--- src/rtl/demux_1_8_deser.sv ---
// demux_1_8_deser: serial-to-parallel 1:8 demultiplexer with a valid/ready
// output register and a sticky overrun flag.
`default_nettype none

module demux_1_8_deser #(
  parameter int MSB_FIRST = 0
) (
  input  logic       clk,
  input  logic       rst_n,
  input  logic       din,
  input  logic       din_valid,
  input  logic       sync,
  input  logic       out_ready,
  input  logic       ovr_clr,
  output logic [7:0] out,
  output logic       out_valid,
  output logic [2:0] sel,
  output logic       overrun
);

  localparam logic [2:0] SLOT0_POS = (MSB_FIRST != 0) ? 3'd7 : 3'd0;

  logic [2:0] sel_q, sel_d;
  logic [7:0] asm_q, asm_d;
  logic [7:0] out_q, out_d;
  logic       out_valid_q, out_valid_d;
  logic       overrun_q, overrun_d;

  logic [2:0] slot_pos;
  logic       complete;
  logic       ovr_set;
  logic [7:0] word;

  always_comb begin
    slot_pos    = (MSB_FIRST != 0) ? (3'd7 - sel_q) : sel_q;
    // A sync on the would-be 8th bit wins: the word never completes.
    complete    = din_valid && !sync && (sel_q == 3'd7);
    word        = asm_q;
    word[slot_pos] = din;

    sel_d       = sel_q;
    asm_d       = asm_q;
    out_d       = out_q;
    out_valid_d = out_valid_q;
    ovr_set     = 1'b0;

    if (sync) begin
      asm_d = 8'h00;
      if (din_valid) begin
        asm_d[SLOT0_POS] = din;
        sel_d            = 3'd1;
      end else begin
        sel_d = 3'd0;
      end
    end else if (din_valid) begin
      sel_d = sel_q + 3'd1;
      asm_d = complete ? 8'h00 : word;
    end

    if (complete) begin
      if (!out_valid_q || out_ready) begin
        out_d       = word;
        out_valid_d = 1'b1;
      end else begin
        ovr_set = 1'b1;
      end
    end else if (out_valid_q && out_ready) begin
      out_valid_d = 1'b0;
    end

    overrun_d = ovr_set | (overrun_q & ~ovr_clr);
  end

  always_ff @(posedge clk or negedge rst_n) begin
    if (!rst_n) begin
      sel_q       <= 3'd0;
      asm_q       <= 8'h00;
      out_q       <= 8'h00;
      out_valid_q <= 1'b0;
      overrun_q   <= 1'b0;
    end else begin
      sel_q       <= sel_d;
      asm_q       <= asm_d;
      out_q       <= out_d;
      out_valid_q <= out_valid_d;
      overrun_q   <= overrun_d;
    end
  end

  assign out       = out_q;
  assign out_valid = out_valid_q;
  assign sel       = sel_q;
  assign overrun   = overrun_q;

endmodule

`default_nettype wire

--- config.mk ---
export PLATFORM = sky130hd
export DESIGN_NAME = demux_1_8_deser
export DESIGN_NICKNAME = d
export VERILOG_FILES = /design/src/rtl/demux_1_8_deser.sv
export SDC_FILE = /design/constraint.sdc
export NUM_CORES = 1
export LEC_CHECK = 0
export ABC_AREA = 1
export BUFFER_PORTS_ARGS = -buffer_cell sky130_fd_sc_hd__buf_2
export CORE_MARGIN = 2
export CORE_UTILIZATION = 45
export DETAILED_ROUTE_END_ITERATION = 8
export GPL_ROUTABILITY_DRIVEN = 0
export PLACE_DENSITY = 0.77
export SLEW_MARGIN = 0
export SYNTH_ARGS = -nofsm -noshare
export SYNTH_HDL_FRONTEND = slang
export SYNTH_SLANG_ARGS = --single-unit
--- constraint.sdc ---
create_clock -name clk -period 1.5 [get_ports clk]
set_clock_uncertainty 0.15 [all_clocks]
set_input_delay 0.225 -clock clk [delete_from_list [all_inputs] [get_ports clk]]
set_output_delay 0.225 -clock clk [all_outputs]
set_load 0.005 [all_outputs]
* Yosys cells after proc, flatten, opt, wreduce, memory -nomap -nowiden
Cells that the tools add are included.
** Storage, ports and cells
- Flip-flop bits (word level) :: 21
- Input port bits :: 7
- Output and inout bits :: 13
- Word-level logic and storage cells :: 39
** Operators by class
- Add/subtract/negate cells :: 1
- $lt $le $gt $ge :: 2
- Eq/ne operators :: 2
- Muxes and demuxes :: 15
- Bitwise gates (word level) :: 3
- Reductions and logical operators :: 11
** Operators with widths (number)
- 2-to-1 mux 8 bit :: 3
- bitwise mux 8 bit :: 1
- 2-to-1 mux 1 bit :: 8
- 2-to-1 mux 3 bit :: 2
- logical AND 1 bit :: 4
- less-than comparator 3 x 4 -> 1 bit, second input constant :: 1
- AND reduction 2 bit :: 2
- nonzero test 2 bit :: 2
- adder 3 x 1 -> 3 bit, second input constant :: 1
- demux 1 bit (select 3 bit) :: 1
- == test 3 bit, second input constant :: 1
- >= comparator 3 x 1 -> 1 bit, second input constant :: 1
- zero test 1 bit :: 2
- != test 2 x 1 -> 1 bit, second input constant :: 1
- bitwise AND 1 bit :: 1
- logical OR 1 bit :: 1
- inverter 1 bit :: 1
- OR 1 bit :: 1

* Longest topological paths before layout
- Depth in word-level cells :: 8
- Mapped depth :: 7
- Gate-level depth less buffers :: 7

* Worst setup path after synthesis
No wires, ideal clock.
- Path kind :: reg-to-reg
- Start point :: reg sel_q[0] (netlist: sel[0])
- End point :: reg out_q[0] (netlist: out[0])
- Library setup time :: 0.118 ns
- Arrival :: 1.168 ns
- Required time :: 1.232 ns
- Path slack :: 0.064 ns
- Stages on the path, launching flop included :: 8
- Path buffers :: 0
- Period minus slack after synthesis :: 1.436 ns
- Path through :: dfrtp_1 -> ha_1 -> ha_1 -> nand3_4 -> nor2_8 -> inv_4 -> nand2_1 -> nand2_1
** On the way
- Word-level cells in the longest chain between the ends :: 5
- Elaborated cells between the ends (all ways) :: 9
- Those cells by class :: order compare: 2; eq/ne: 1; mux: 3; reduce/logical: 3
** RTL lines
- start, declared :: line 23 : logic [2:0] sel_q, sel_d;
- start signal, assigned :: line 82 : sel_q <= sel_d;
- less-than comparator 3 x 4 -> 1 bit (not written as such) / >= comparator 3 x 1 -> 1 bit (equally long branches) :: line 39 : word[slot_pos] = din;
- logical AND 1 bit (not written as such) :: line 39
- 2-to-1 mux 1 bit (not written as such) :: line 39
- demux 1 bit (select 3 bit) :: line 39
- bitwise mux 8 bit :: line 39
- end signal, assigned :: line 84 : out_q <= out_d;
- end, declared :: line 25 : logic [7:0] out_q, out_d;
Several ways; a longest one is shown, not always the timed one.
A chain may end at the register's enable or synchronous reset.

* Final worst setup path
- Start point :: reg sel_q[1] (netlist: sel[1])
- End point :: reg out_q[5] (netlist: out[5])
The elaborated chain is that of the path after synthesis.

==> summary.md <==
| Metric | Value |
|---|---|
| Min Tclk post-route | 1.47 ns |
| Logic pwr share | 15.6% |
| Final wirelength | 2360 um |
| Int Pwr | 738 uW |
| Core Rows | 17 |
| # fillers | 225 |
| First-pass GRT wire length | 3830 um |
| Worst Path Arrival | 1.58 ns |
| Antenna violations before repair | 0 |
| Pins over their slew limit | 0 |
| Syn Std Cell Area | 1060 sq um |
| Pre-CTS WS | 0.0142 ns |
| Setup slack, reg-to-reg | 0.03 ns |
| CTS Buffer Depth | 2 |
| Run status | completed |
| Fin Setup TNS | 0 ns |
| CTS tree | yes |
| Final Cycle Share | 97.8% |
| Vias | 976 |
| Wl on met1 | 1100 um |
| Antenna viol nets, final | 0 |
| Metal3 WL | 110 um |
| Hold endpoint | out_valid |
| DIE WIDTH | 52.6 um |
| P_sw | 293 uW |
| Register area share after synthesis | 49.4% |
| Ys flop type | dfrtp_1 |
| Drt pass-1 iters | 4 |
| Gr usage total | 19.0% |
| Share of layout cells above drive strength 1 | 27.0% |
| Peak supply drop | 568 uV |
| Post-DR wirelength/cell | 12.3 um |
| Post-DP HPWL | 1680 um |
| Worst Hold Slack | 0.0570 ns |
| Cell accounting for the most synthesized area | dfrtp_1 |
| Total grt overflow | 0 |
| Worst-skew pair later-pin latency | 0.31 ns |
| RR Startpoint | sel[1] |
| Min-Delay Startpoint | out_ready |
| Syn. warnings | 0 |
| Worst-path clk slew | 0.13 ns |
| WS Path Type | reg2reg |
| Final std cells w/o fill | 191 |
| Root Buffer | clkbuf_4 |
| Number of buffers added on ports | 19 |
| Number of synthesized register bits | 21 |
| Hold Crit Class | in2reg |
| Count leader, synth | nand2_1 |
| Vias in the first global route | 861 |
| DR vias/cell | 5.11 |
| Worst r2r path cells | 7 |
| Total CTS buffers | 3 |
| Final Hold Fails | 0 |
| Nets | 173 |
| Max_slew headroom | 68.8% |
| Static Leak | 0.722 nW |
| Post-synth EDFFs | 0 |
| RSZ-0062 raised after global routing | yes |
| Sequential share of power | 57.4% |
| Slew at the pin closest to its max-slew limit | 0.468 ns |
| Top post-synthesis cells by count | nand2_1, dfrtp_1, nand3_1, inv_1 |
| Reg2Reg Capture Point | out[5] |
| Post-synth top area share | 49.4% |
| Die height | 52.6 um |
| Largest net degree at the start of global routing | 22 |
| CP Cell Sequence | ha_2 > ha_4 > nand3_4 > nor2_8 > buf_4 > nand2_1 > nand2_1 |
| Avg Inst Size Synth | 7.89 sq um |
| Starting Density | 47.7% |
| Fmax | 682 MHz |
| Crit start category | flip-flop |
| DRC Markers | 0 |
| Required time of the critical path | 1.61 ns |
| Io pins | 20 |
| Final setup violating endpoints | 0 |
| Placed Cells | 183 |
| Core box area | 2230 sq um |
| Max H-tree Level | 1 |
| Slowest CP cell | dfrtp_1 |
| Setup slack after layout | 0.0336 ns |
| Critical Path End Type | flip-flop |
| Maxcap violations | 0 |
| Clock power share | 27.0% |
| Tot Pwr | 1.03 mW |
| Die area | 2770 sq um |
| Yosys cell types | 17 |
| Hold path depth | 4 |
| PD cells | 795 nW/um^2 |
| Top sig layer | met4 |
| DRT iter0 DRCs | 27 |
| P&R area growth vs syn | 21.9% |
| Post-Syn Nets | 144 |
| Mapped Cells | 135 |
| Slowest stage delay, CP | 0.37 ns |
| # clock sinks | 21 |
| Cell mode on critical path | nand2_1 |
| Sw frac | 28.4% |
| Metal2 WL | 1110 um |
| Post-synth ARST share | 100% |
| # diodes | 0 |
| Ranking of synthesized cells by area | dfrtp_1, nand2_1, nand3_1 |
| CP Max Fanout | 8 |
-- logic make-up (layout without fill, tap and decap cells) --
family                   count (synthesis)  in the layout  share of synthesized area (%)
buffers and inverters                   18             46                           6.93
adder cells (fa/ha/maj)                  2              2                           2.35
AO/OA/AOI/OAI                            6              6                           2.94
AND/OR/NAND/NOR                         88             88                           38.4
flip-flops                              21             21                           49.4
-- routing by layer --
layer	up-vias	GRT usage, %
met5	-	0
met2	28	30.2
met4	0	8.55
met3	5	3.71
li1	485	-
met1	458	24.7
-- registers in the layout, indices dropped and copies added (netlist names) --
register and flops:
asm_q 8, out 8, out_valid 1, overrun 1, sel 3
-- layout make-up --
class / count / area, sq um / area share (%)
Inverter: 15 / 61.3 / 4.73
Timing Repair Buffer: 27 / 160 / 12.3
Clock inverter: 1 / 5.00 / 0.386
Sequential cell: 21 / 526 / 40.5
Tap cell: 28 / 35.0 / 2.70
Clock buffer: 3 / 22.5 / 1.74
Multi-Input combinational cell: 96 / 488 / 37.6
-- metrics by stage --
stage	util, %	area, sq um
finish	58.1	1300
global route	58.1	1300
global placement	54.2	1210
CTS	56.4	1260
detailed placement	54.2	1210
floorplan	-	1060
-- worst max path at each step --
| stage | from | to | slack [ns] | depth (start not counted) |
|---|---|---|---|---|
| after detailed placement | sel[1] | out[2] | 0.01 | 7 |
| final | sel[1] | out[5] | 0.03 | 7 |
| after CTS | sel[1] | out[2] | 0.03 | 7 |
| after global placement | sel[1] | out[2] | 0.06 | 7 |
| after global routing | sel[1] | out[5] | -0.03 | 7 |
| after floorplan | sel[0] | out[0] | 0.06 | 7 |
-- power groups by stage --
stage	Combinational (mW)	Sequential (mW)	Clock, mW
floorplan	0.0867	0.603	0
global placement	0.145	0.601	0
detailed placement	0.149	0.602	0
CTS	0.155	0.591	0.282
global route	0.178	0.595	0.310
finish	0.160	0.592	0.279
-- critical path: cells and delay by family (launching register included) --
family	cells	cell delay (ns)
AND/OR/NAND/NOR	4	0.39
adder cells (fa/ha/maj)	2	0.36
flip-flops	1	0.37
buffers and inverters	1	0.14
-- layout by cell type, fill, tap and decap left out, types with 3 or more instances in the layout --
cell type	instances
buf_2	19
inv_2	4
nand2_1	53
nand3_1	21
dfrtp_1	21
nor2_2	3
nand4_1	4
clkbuf_4	3
buf_4	6
o21ai_1	4
inv_1	10
-- what timing repair did --
| action | CTS | global route |
|---|---|---|
| pin swaps | 0 | 3 |
| gates resized for setup | 1 | 6 |
| endpoints found under the hold margin | 22 | 0 |
| hold buffers | 2 | 0 |
| setup buffers | 0 | 2 |
| setup endpoints to repair | 2 | 8 |
(Power assumes the default switching activity.)
